$ cat config.mk
export PLATFORM = sky130hd
export DESIGN_NAME = fifo_rd_upsizer
export DESIGN_NICKNAME = d
export VERILOG_FILES = /design/src/rtl/fifo_rd_upsizer_pkg.sv /design/src/rtl/fifo_rd_upsizer.sv
export SDC_FILE = /design/constraint.sdc
export NUM_CORES = 1
export LEC_CHECK = 0
export CORE_ASPECT_RATIO = 0.6
export CORE_UTILIZATION = 35
export CTS_CLUSTER_DIAMETER = 50
export DETAILED_ROUTE_END_ITERATION = 8
export PLACE_DENSITY = 0.63
export SYNTH_ARGS = -nofsm -noshare
export SYNTH_HDL_FRONTEND = slang
export SYNTH_SLANG_ARGS = --single-unit
$ cat constraint.sdc
create_clock -name clk_i -period 2.9 [get_ports clk_i]
set_input_delay 0.435 -clock clk_i [delete_from_list [all_inputs] [get_ports clk_i]]
set_output_delay 0.435 -clock clk_i [all_outputs]
set_load 0.02 [all_outputs]
$ cat src/rtl/fifo_rd_upsizer_pkg.sv
// Shared enums for the stream-adapter blocks.
// The read-side upsizer alternates between assembling a beat and presenting it.
package fifo_rd_upsizer_pkg;

  typedef enum logic {
    FILL = 1'b0,
    HOLD = 1'b1
  } upsz_state_e;

endpackage

$ cat src/rtl/fifo_rd_upsizer.sv
// Pops a narrow FIFO and packs RATIO words (lane 0 first) into one wide valid/ready beat.
// A flush closes a partial beat early so the tail of a transfer can drain.
module fifo_rd_upsizer
  import fifo_rd_upsizer_pkg::*;
#(
  parameter int IN_WIDTH  = 32,
  parameter int RATIO     = 4,
  parameter int OUT_WIDTH = IN_WIDTH * RATIO,
  parameter int CNT_WIDTH = $clog2(RATIO)
) (
  input  logic                 clk_i,
  input  logic                 rst_ni,
  input  logic                 clr_i,
  input  logic                 flush_i,
  input  logic                 fifo_empty_i,
  input  logic [IN_WIDTH-1:0]  fifo_data_i,
  output logic                 fifo_pop_o,
  output logic                 valid_o,
  input  logic                 ready_i,
  output logic [OUT_WIDTH-1:0] data_o,
  output logic [RATIO-1:0]     strb_o,
  output logic                 busy_o
);

  if (RATIO < 2) begin : g_ratio_chk
    $error("fifo_rd_upsizer: RATIO must be >= 2");
  end

  localparam logic [CNT_WIDTH-1:0] LAST_LANE = CNT_WIDTH'(RATIO - 1);

  upsz_state_e          r_state;
  logic [CNT_WIDTH-1:0] r_cnt;
  logic [OUT_WIDTH-1:0] r_data;
  logic [RATIO-1:0]     r_strb;
  logic                 r_flush_pend;

  logic                 w_run;
  logic                 w_close;
  logic                 w_pop;
  logic [OUT_WIDTH-1:0] w_lane_mask;

  function automatic logic [RATIO-1:0] fill_mask(input logic [CNT_WIDTH-1:0] n);
    logic [RATIO-1:0] m;
    m = '0;
    for (int k = 0; k < RATIO; k++) m[k] = (k < int'(n));
    return m;
  endfunction

  // Reset and clear both suppress the pop so no word is lost in that cycle.
  assign w_run   = rst_ni & ~clr_i;
  assign w_close = (r_state == FILL) & (flush_i | r_flush_pend) & (r_cnt != '0);

  always_comb begin
    w_pop = 1'b0;
    if (w_run && !fifo_empty_i) begin
      if (r_state == FILL) w_pop = ~w_close;
      else                 w_pop = ready_i & ~r_flush_pend;
    end
  end

  always_comb begin
    w_lane_mask = '0;
    for (int k = 0; k < RATIO; k++) w_lane_mask[k*IN_WIDTH +: IN_WIDTH] = {IN_WIDTH{r_strb[k]}};
  end

  always_ff @(posedge clk_i) begin
    if (!rst_ni || clr_i) begin
      r_state      <= FILL;
      r_cnt        <= '0;
      r_data       <= '0;
      r_strb       <= '0;
      r_flush_pend <= 1'b0;
    end else begin
      case (r_state)
        FILL: begin
          // A pending flush is consumed here: it either closes the beat or is dropped at cnt 0.
          r_flush_pend <= 1'b0;
          if (w_close) begin
            r_state <= HOLD;
            r_strb  <= fill_mask(r_cnt);
            r_cnt   <= '0;
          end else if (w_pop) begin
            r_data[int'(r_cnt)*IN_WIDTH +: IN_WIDTH] <= fifo_data_i;
            if (r_cnt == LAST_LANE) begin
              r_state <= HOLD;
              r_strb  <= '1;
              r_cnt   <= '0;
            end else begin
              r_cnt <= r_cnt + CNT_WIDTH'(1);
            end
          end
        end
        HOLD: begin
          if (flush_i) r_flush_pend <= 1'b1;
          if (ready_i) begin
            r_state <= FILL;
            r_strb  <= '0;
            r_data  <= '0;
            // Back-to-back: the first word of the next beat lands while this one is accepted.
            if (w_pop) r_data[IN_WIDTH-1:0] <= fifo_data_i;
            r_cnt <= w_pop ? CNT_WIDTH'(1) : '0;
          end
        end
        default: r_state <= FILL;
      endcase
    end
  end

  assign fifo_pop_o = w_pop;
  assign valid_o    = (r_state == HOLD);
  assign strb_o     = r_strb;
  assign data_o     = r_data & w_lane_mask;
  assign busy_o     = (r_cnt != '0) | valid_o;

endmodule

==> metrics.md <==
| Metric | Value |
|---|---|
| Seq/Total Area, Yosys | `0.4316` |
| Sw frac | `0.2234` |
| Clock Path Buffers | `2` |
| Port Buffers | `172` |
| Commonest non-fill, non-tap cell in the layout | `clkdlybuf4s50_1` |
| GRT Total Usage | `0.2166` |
| Critical path arrival | `2.22 ns` |
| Vias in the first global route | `5197` |
| Seq pwr share | `0.432` |
| Initial antenna violation count | `0` |
| Pins Over Slew Limit | `0` |
| Worst-path fanout max | `6` |
| Combinational power share | `0.052` |
| Worst min path class | `reg -> reg` |
| DIE HEIGHT | `106.0 µm` |
| Reg-to-reg endpoint | `r_data[96]` |
| Pin count of the biggest net entering global routing | `89` |
| Diode count | `0` |
| Wire per inst | `18.18 µm` |
| Pleak | `3.014 nW` |
| H-tree levels | `4` |
| Slew margin rel. | `0.5693` |
| Setup TNS | `0 ns` |
| First-pass GRT wire length | `30620 µm` |
| Max Cap Viol | `0` |
| CTS root buf | `clkbuf_16` |
| Mapped Avg Cell Area | `8.774 µm²` |
| Req. time, crit path | `2.47 ns` |
| Synth-to-Final Area Change | `39.85%` |
| Power Internal | `3.386 mW` |
| Worst Tran Pin Value | `0.6374 ns` |
| Pre-antenna DRT Iters | `5` |
| Crit. End Element | `output pin` |
| Fmax | `376.9 MHz` |
| Worst r2r src | `r_cnt[0]` |
| Pwr dens | `494.2 nW/µm²` |
| Area of the multi-input gates | `3257 µm²` |
| Drt initial violations | `521` |
| Final Wtd Congestion | `0.9071` |
| Layout Cells excl Fill | `1100` |
| Reg2Reg Depth | `6` |
| Final hold violation count | `0` |
| Clk pwr share | `0.517` |
| Fillers | `1634` |
| Final wirelength | `20000 µm` |
| Mapped Nets | `761` |
| Vias per cell | `5.114` |
| # hold bufs at CTS | `0` |
| Gr ovfl total | `0` |
| NumNets Final | `897` |
| Dpl ws | `0.2733 ns` |
| Setup WS post-layout | `0.2466 ns` |
| Worst vdd ir | `0.3347 mV` |
| P_sw | `0.9740 mW` |
| Row count | `37` |
| Register area | `2723 µm²` |
| Mapped Cells | `719` |
| Worst hold path stage count | `2` |
| Die span in x | `175.3 µm` |
| Syn. warnings | `0` |
| Setup violations, final | `0` |
| Placed Cells incl. Taps | `1070` |
| IO Pins | `173` |
| Clk pin slew, worst setup/hold paths | `0.06 ns` |
| Num Clock Sinks | `136` |
| Worst-Skew Late Latency | `0.41 ns` |
| CTS Buf Count | `17` |
| Setup CP Type | `reg -> out` |
| WHS Endpoint | `r_data[84]` |
| Post-CTS Setup Inserts | `0` |
| Mapped cell area | `6309 µm²` |
| CP startpoint kind | `register` |
| Fin crit period | `2.653 ns` |
| Die Area | `18580 µm²` |
| Clock Skew | `0.01163 ns` |
| #FFs+latches synth | `136` |
| Asr flop ratio synth | `0` |
| Initial Util | `0.3634` |
| Layout cell share with drive strength beyond 1 | `0.1316` |
| RSZ-0062 raised after global routing | `false` |
| Most frequent cells in the layout | `172 x clkdlybuf4s50_1, 136 x dfxtp_1, 128 x and2_1` |
| Post-synthesis cell type count | `45` |
| Post-DRT Antenna Nets | `0` |
| Fin crit share | `0.9150` |
| Post-detail-place hpwl | `13490 µm` |
| Primary FF master, synth | `dfxtp_1` |
| Post-cts sizing count | `0` |
| CORE AREA | `17360 µm²` |
| Post-synth EDFFs | `0` |
| DRC | `0` |
| TritonCTS clock tree | `built` |
| Outcome | `complete, no violations` |
| HP Start | `r_data[84]` |
| R2r setup slk | `0.33 ns` |
| Detailed-route via count | `5625` |
[metal layers]
metal / GRT usage / share of wire / up-vias
met4: 0.04658 / 0.0035 / 0
met5: 0 / 0 / -
li1: - / - / 2785
met1: 0.3516 / 0.53 / 2612
met2: 0.2670 / 0.37 / 222
met3: 0.06080 / 0.094 / 6
[layout make-up]
class / count / area share
tap: 234 / 0.03319
timing repair buffer: 189 / 0.2181
inverter: 5 / 0.002127
multi-input combinational: 506 / 0.3692
clock buffer: 18 / 0.04865
clock inverter: 12 / 0.02014
sequential: 136 / 0.3086
[cell usage after synthesis, types with 2 or more instances]
master / instances / share of area
buf_2: 17 / 0.013
nand3_1: 122 / 0.097
buf_1: 7 / 0.0042
nand4_1: 8 / 0.0079
o21ai_0: 37 / 0.029
clkbuf_1: 41 / 0.024
nand2_1: 67 / 0.040
inv_1: 5 / 0.0030
o21ai_1: 30 / 0.024
o21bai_1: 2 / 0.0024
nand2b_1: 4 / 0.0040
o31ai_2: 58 / 0.12
nor3_1: 3 / 0.0024
nor4bb_1: 2 / 0.0032
buf_6: 7 / 0.012
o31ai_1: 8 / 0.0095
nor2_1: 7 / 0.0042
and2_1: 128 / 0.13
dfxtp_1: 136 / 0.43
ha_1: 4 / 0.0079
a21oi_1: 2 / 0.0016
[cells by family (layout without fill, tap and decap cells)]
| logic type | Yosys count | count (layout) | synth area share |
|---|---|---|---|
| buffers and inverters | 77 | 224 | 0.05752 |
| adder cells (fa/ha/maj) | 4 | 4 | 0.007934 |
| AO/OA/AOI/OAI | 151 | 151 | 0.2047 |
| flip-flops | 136 | 136 | 0.4316 |
| AND/OR/NAND/NOR | 351 | 351 | 0.2983 |
[registers in the layout, summed over array words and instances, names as in the netlist]
| name | cells |
|---|---|
| r_cnt | 2 |
| strb_o | 4 |
| valid_o | 1 |
| r_data | 128 |
| r_flush_pend | 1 |
[critical path, stage by stage, from the launching register on]
cell             delay (ns)
dfxtp_1                0.38
inv_1                  0.18
ha_1                   0.34
nand2b_1               0.14
a21oi_1                0.14
clkdlybuf4s50_1        0.62
[power by group through the flow]
stage | combinational (mW) | sequential, mW | clock (mW)
2_1_floorplan | 0.101 | 1.92 | 0
3_3_place_gp | 0.223 | 1.92 | 0
3_5_place_dp | 0.222 | 1.92 | 0
4_1_cts | 0.223 | 1.88 | 2.30
5_1_grt | 0.240 | 1.88 | 2.37
6_report | 0.225 | 1.88 | 2.25
[stage by stage]
| stage | hold WS (ns) | total power [mW] | area (µm²) | util |
|---|---|---|---|---|
| floorplan | 0.4314 | 2.022 | 6309 | - |
| global placement | 0.4386 | 2.145 | 8215 | 0.4732 |
| detailed placement | 0.4461 | 2.145 | 8215 | 0.4732 |
| CTS | 0.4549 | 4.399 | 8822 | 0.5082 |
| global route | 0.4755 | 4.494 | 8822 | 0.5082 |
| finish | 0.4515 | 4.360 | 8822 | 0.5082 |
[worst max-delay path by stage]
stage                   from          to  slack [ns]  cells after the start
finish              r_cnt[0]  fifo_pop_o        0.25                      5
global route        r_cnt[0]  fifo_pop_o        0.15                      5
CTS                 r_cnt[0]  fifo_pop_o        0.26                      5
detailed placement     clr_i  fifo_pop_o        0.27                      4
global placement       clr_i  fifo_pop_o        0.29                      4
floorplan           r_cnt[0]  r_data[97]        0.89                      8
No activity file was read; power rests on OpenSTA's default activity.
